File: config.mk
export PLATFORM = sky130hd
export DESIGN_NAME = seq_divider
export DESIGN_NICKNAME = d
export VERILOG_FILES = /design/src/rtl/div_pkg.sv /design/src/rtl/div_abs_neg.sv /design/src/rtl/seq_divider.sv
export SDC_FILE = /design/constraint.sdc
export NUM_CORES = 1
export LEC_CHECK = 0
export ABC_AREA = 0
export BUFFER_PORTS_ARGS = -buffer_cell sky130_fd_sc_hd__buf_4
export CAP_MARGIN = 0
export CORE_ASPECT_RATIO = 2
export CORE_MARGIN = 3
export CORE_UTILIZATION = 25
export CTS_CLUSTER_SIZE = 20
export DETAILED_ROUTE_END_ITERATION = 16
export SLEW_MARGIN = 20
export SYNTH_ARGS = -nofsm -noshare
export SYNTH_HDL_FRONTEND = slang
export SYNTH_SLANG_ARGS = --single-unit
File: constraint.sdc
create_clock -name clock -period 6.6 [get_ports clock]
set_input_delay 0.33 -clock clock [delete_from_list [all_inputs] [get_ports clock]]
set_output_delay 0.33 -clock clock [all_outputs]
set_load 0.05 [all_outputs]
File: src/rtl/div_pkg.sv
// Shared definitions for the multicycle signed divider: FSM states and sizing defaults.
package div_pkg;

  localparam int DIV_W = 32;
  localparam int CNT_W = $clog2(DIV_W);

  typedef enum logic [1:0] {
    IDLE   = 2'd0,
    CALC   = 2'd1,
    FIX    = 2'd2,
    FINISH = 2'd3
  } div_state_e;

endpackage

File: src/rtl/div_abs_neg.sv
// Conditional two's-complement negate; used both to take operand magnitudes and to restore result signs.
module div_abs_neg
  import div_pkg::*;
#(
  parameter int WIDTH = DIV_W
) (
  input  logic [WIDTH-1:0] val_i,
  input  logic             neg_i,
  output logic [WIDTH-1:0] res_o
);

  assign res_o = neg_i ? -val_i : val_i;

endmodule

File: src/rtl/seq_divider.sv
// Multicycle signed restoring divider (DIV): quotient on lo_out, remainder on hi_out.
// Optional DIV_SHORTCUT_EN: finish early when |a| < |b|, with identical results.
module seq_divider
  import div_pkg::*;
#(
  parameter int WIDTH = DIV_W
) (
  input  logic             clock,
  input  logic             reset,
  input  logic             start,
  input  logic [WIDTH-1:0] a,
  input  logic [WIDTH-1:0] b,
  output logic [WIDTH-1:0] hi_out,
  output logic [WIDTH-1:0] lo_out,
  output logic             busy,
  output logic             done,
  output logic             div_zero
);

  localparam int CW = (WIDTH == DIV_W) ? CNT_W : $clog2(WIDTH);

  div_state_e        state_q, state_d;
  logic [WIDTH:0]    rem_q, rem_d;
  logic [WIDTH-1:0]  quo_q, quo_d;
  logic [WIDTH-1:0]  dvs_q, dvs_d;
  logic [CW-1:0]     cnt_q, cnt_d;
  logic              sign_a_q, sign_a_d;
  logic              sign_q_q, sign_q_d;
  logic [WIDTH-1:0]  hi_q, hi_d;
  logic [WIDTH-1:0]  lo_q, lo_d;
  logic              done_q, done_d;
  logic              dz_q, dz_d;

  logic [WIDTH-1:0]  abs_a, abs_b;
  logic [WIDTH-1:0]  fix_quo, fix_rem;
  logic [WIDTH:0]    shifted;
  logic signed [WIDTH:0] trial;

  div_abs_neg #(.WIDTH(WIDTH)) u_abs_a (.val_i(a), .neg_i(a[WIDTH-1]), .res_o(abs_a));
  div_abs_neg #(.WIDTH(WIDTH)) u_abs_b (.val_i(b), .neg_i(b[WIDTH-1]), .res_o(abs_b));
  div_abs_neg #(.WIDTH(WIDTH)) u_fix_q (.val_i(quo_q), .neg_i(sign_q_q), .res_o(fix_quo));
  div_abs_neg #(.WIDTH(WIDTH)) u_fix_r (.val_i(rem_q[WIDTH-1:0]), .neg_i(sign_a_q), .res_o(fix_rem));

  // One restoring step: bring in the next dividend bit, then trial-subtract the divisor.
  assign shifted = (rem_q << 1) | {{WIDTH{1'b0}}, quo_q[WIDTH-1]};
  assign trial   = shifted - {1'b0, dvs_q};

  always_comb begin
    state_d  = state_q;
    rem_d    = rem_q;
    quo_d    = quo_q;
    dvs_d    = dvs_q;
    cnt_d    = cnt_q;
    sign_a_d = sign_a_q;
    sign_q_d = sign_q_q;
    hi_d     = hi_q;
    lo_d     = lo_q;
    done_d   = done_q;
    dz_d     = dz_q;

    unique case (state_q)
      IDLE: begin
        if (start) begin
          sign_a_d = a[WIDTH-1];
          sign_q_d = a[WIDTH-1] ^ b[WIDTH-1];
          quo_d    = abs_a;
          dvs_d    = abs_b;
          rem_d    = '0;
          cnt_d    = '0;
          if (b == '0) begin
            dz_d    = 1'b1;
            state_d = FINISH;
          end else begin
            dz_d    = 1'b0;
`ifdef DIV_SHORTCUT_EN
            if (abs_a < abs_b) begin
              lo_d    = '0;
              hi_d    = a;
              state_d = FINISH;
            end else begin
              state_d = CALC;
            end
`else
            state_d = CALC;
`endif
          end
        end
      end

      CALC: begin
        if (trial >= 0) begin
          rem_d = trial;
          quo_d = {quo_q[WIDTH-2:0], 1'b1};
        end else begin
          rem_d = shifted;
          quo_d = {quo_q[WIDTH-2:0], 1'b0};
        end
        cnt_d = cnt_q + CW'(1);
        if (cnt_q == CW'(WIDTH - 1)) begin
          state_d = FIX;
        end
      end

      FIX: begin
        lo_d    = fix_quo;
        hi_d    = fix_rem;
        done_d  = 1'b1;
        state_d = FINISH;
      end

      FINISH: begin
        // Early exits arrive here with done low; raise it for one cycle before leaving.
        if (done_q) begin
          done_d  = 1'b0;
          state_d = IDLE;
        end else begin
          done_d  = 1'b1;
        end
      end

      default: state_d = IDLE;
    endcase
  end

  always_ff @(posedge clock) begin
    if (reset) begin
      state_q  <= IDLE;
      rem_q    <= '0;
      quo_q    <= '0;
      dvs_q    <= '0;
      cnt_q    <= '0;
      sign_a_q <= 1'b0;
      sign_q_q <= 1'b0;
      hi_q     <= '0;
      lo_q     <= '0;
      done_q   <= 1'b0;
      dz_q     <= 1'b0;
    end else begin
      state_q  <= state_d;
      rem_q    <= rem_d;
      quo_q    <= quo_d;
      dvs_q    <= dvs_d;
      cnt_q    <= cnt_d;
      sign_a_q <= sign_a_d;
      sign_q_q <= sign_q_d;
      hi_q     <= hi_d;
      lo_q     <= lo_d;
      done_q   <= done_d;
      dz_q     <= dz_d;
    end
  end

  assign hi_out   = hi_q;
  assign lo_out   = lo_q;
  assign busy     = (state_q != IDLE);
  assign done     = done_q;
  assign div_zero = dz_q;

endmodule

==> metrics.md <==
| Metric | Value |
|---|---|
| Synth Cell Area | 10900 um^2 |
| Max clock buf depth | 2 |
| Main combinational cell family by area after synthesis | simple AND/OR/NAND/NOR gates |
| Root Driver | clkbuf_16 |
| Final setup viols | 0 |
| Synth Flop Type | dfxtp_1 |
| Final worst slack | 2.53 ns |
| Least-Margin Pin Slew | 1.03 ns |
| Largest net degree at the start of global routing | 81 |
| Met3 Routed Length | 1320 um |
| Kind of end point of the critical path | register |
| Post-DP HPWL | 26300 um |
| Top routing layer used | met4 |
| DRT Pass-1 Iters | 5 |
| CTS Buf Count | 17 |
| Antenna diodes | 0 |
| Hold crit path type | in -> reg |
| Synth Area in Compound Gates | 21.7% |
| Post-synthesis sequential area ratio | 31.5% |
| CTS tree | done |
| Status | finished, final reports clean |
| Fin Setup TNS | 0 ns |
| Cell taking the most area after synthesis | dfxtp_1 |
| Syn_area_per_cell | 7.79 um^2 |
| CTS H-tree lvls | 4 |
| Area share of fa/ha/maj cells after synthesis | 5.03% |
| Fraction of layout cells with a size suffix above 1 | 14.1% |
| Crit Path Class | reg -> reg |
| Die Y | 301 um |
| Initial antenna violation count | 0 |
| Initial Utilization | 25.4% |
| Inst Count DP | 1999 |
| Switching fraction of total power | 51.7% |
| Vias in the first global route | 10000 |
| GRT overflow | 0 |
| Sequential share of power | 22.5% |
| Die Span X | 153 um |
| Rel. slew slack | 31.5% |
| Post-Layout Cell Count | 2031 |
| Total routed wirelength | 33800 um |
| Resized Gates After CTS | 0 |
| Combinational power share | 64.0% |
| Hold Buf Count CTS | 0 |
| Max_cap viols | 0 |
| Hold WS | 0.176 ns |
| Fin crit period | 4.07 ns |
| Post-layout util | 30.1% |
| Routed vias/inst | 4.96 |
| Power Internal | 3.59 mW |
| DRC | 0 |
| WL met1 | 12400 um |
| Layout filler cell count | 4522 |
| Design Area, Final | 12900 um^2 |
| DRT iter0 DRCs | 574 |
| Core Area | 42700 um^2 |
| Worst-path clk slew | 0.07 ns |
| Clk_lat worst skew | 0.45 ns |
| Max FO, Critical Path | 19 |
| Die area | 46100 um^2 |
| Top post-synthesis cells by area | dfxtp_1, xor2_1, nand2_1, a211oi_1, ha_1 |
| Synth Register Bits | 171 |
| Post-CTS Setup Repair Bufs | 0 |
| Simple-Gate Fraction of Synth Area | 22.3% |
| Pwr dens | 579 nW/um^2 |
| Ports | 134 |
| Internal reg-to-reg setup slack | 2.53 ns |
| WP data required | 6.99 ns |
| Dpl ws | 2.57 ns |
| Critical path startpoint category | register |
| Yosys cell types | 72 |
| Total power | 7.44 mW |
| WP data arrival | 4.46 ns |
| Syn-to-layout area delta | 18.5% |
| Fmax | 0.245 GHz |
| Placed Area | 12300 um^2 |
| Slew Limit Fails | 0 |
| Fin crit share | 61.7% |
| Avg WL per Cell | 16.6 um |
| Leak | 5.08 nW |
| Syn_nets | 1504 |
| Met2 Routed Length | 18600 um |
| RSZ-0062 raised after global routing | no |
| Final Hold Viols | 0 |
| Final Skew | 0.0136 ns |
| Register Area | 3420 um^2 |
| Routed Antenna Nets | 0 |
| EDFF count, synth | 0 |
| Yosys top cell area share | 31.5% |
| Area of the multi-input gates | 6900 um^2 |
| Final Net Count | 1583 |
| VDD IR max | 0.334 mV |
| Clock Power Share | 13.5% |
| Net Sw Power | 3.85 mW |
| First-pass GRT wire length | 53900 um |
| Vias | 10100 |
| Synth Instances | 1394 |
| Commonest non-fill, non-tap cell in the layout | nand2_1 |
| Multiplexer share of the synthesized area | 2.42% |
| FP Rows | 107 |
| Clock sink count | 171 |
| Syn. warnings | 0 |
| Synth async-reset ratio | 0% |
| Post-Synth XOR/XNOR Area | 11.9% |
| Commonest cells after routing, fill and taps aside | nand2_1, dfxtp_1, buf_4, nor2_1, xor2_1 |
| Placer congestion estimate | 0.901 |
| PortBufs | 133 |
| Tot GR Track Use | 14.5% |
worst paths after layout:
| kind | end | from | depth (start not counted) |
|---|---|---|---|
| max | rem_q[16]$_SDFFE_PP0P_ | quo_q[31]$_SDFFE_PP0P_ | 13 |
| min | dvs_q[0]$_SDFFE_PP0P_ | b[0] | 3 |
| max reg2reg | rem_q[16]$_SDFFE_PP0P_ | quo_q[31]$_SDFFE_PP0P_ | 13 |
| min reg2reg | dvs_q[31]$_SDFFE_PP0P_ | dvs_q[31]$_SDFFE_PP0P_ | 2 |
power by group through the flow:
| stage | combinational [mW] | sequential, mW | clock (mW) |
|---|---|---|---|
| after CTS | 4.80 | 1.68 | 1.03 |
| after detailed placement | 4.79 | 1.70 | 0 |
| after global routing | 5.23 | 1.73 | 1.07 |
| after global placement | 4.74 | 1.69 | 0 |
| after floorplan | 3.14 | 2.04 | 0 |
| final | 4.76 | 1.68 | 1.00 |
worst max-delay path, cell delays in order, from the launching register on:
cell and delay [ns]:
dfxtp_1 0.34, inv_1 0.10, ha_1 0.20, fa_1 0.22, nor2b_1 0.08, o31ai_1 0.49
a211oi_1 0.17, nor3b_2 0.38, o21bai_1 0.20, a41oi_2 0.44, xor2_2 0.83, buf_4 0.35
nand3_1 0.10, nand3_1 0.11
synth_stat cells, types with 14 or more instances:
cell type	n
inv_1	50
o41ai_1	20
a211oi_1	77
mux2i_1	24
clkbuf_1	65
nand3_1	65
ha_1	42
xor2_1	112
nor3_1	14
or3_1	14
o31ai_1	28
a21oi_1	72
xnor2_1	33
dfxtp_1	171
nand2_1	191
o21ai_0	89
nor2_1	136
or4_1	14
area by class of cell:
class,count,area share [%]
Clock buffer,20,3.47
Clock inverter,12,0.992
Inverter,51,1.49
Multi-Input combinational cell,1087,53.7
Sequential cell,171,26.6
Tap cell,545,5.30
Timing Repair Buffer,145,8.46
metal layers:
metal / track usage, % / vias up
li1: - / 5107
met1: 14.6 / 4683
met2: 28.1 / 233
met3: 2.70 / 58
met4: 6.92 / 0
met5: 0 / -
cells by family (layout without fill, tap and decap cells):
logic type | count (synthesis) | count (layout)
AOI/OAI and AO/OA | 355 | 355
xor gates and xnor gates | 146 | 146
adders and majority gates | 43 | 43
buffers and inverters | 136 | 228
DFF | 171 | 171
muxes | 26 | 26
and+or+nand+nor | 517 | 517
registers in the layout (all words and copies together) (netlist names):
| register | count |
|---|---|
| cnt_q | 5 |
| rem_q | 32 |
| hi_out | 32 |
| sign_q_q | 1 |
| sign_a_q | 1 |
| lo_out | 32 |
| dvs_q | 32 |
| div_zero | 1 |
| quo_q | 32 |
| done | 1 |
| state_q | 2 |
No activity file was read; power rests on OpenSTA's default activity.
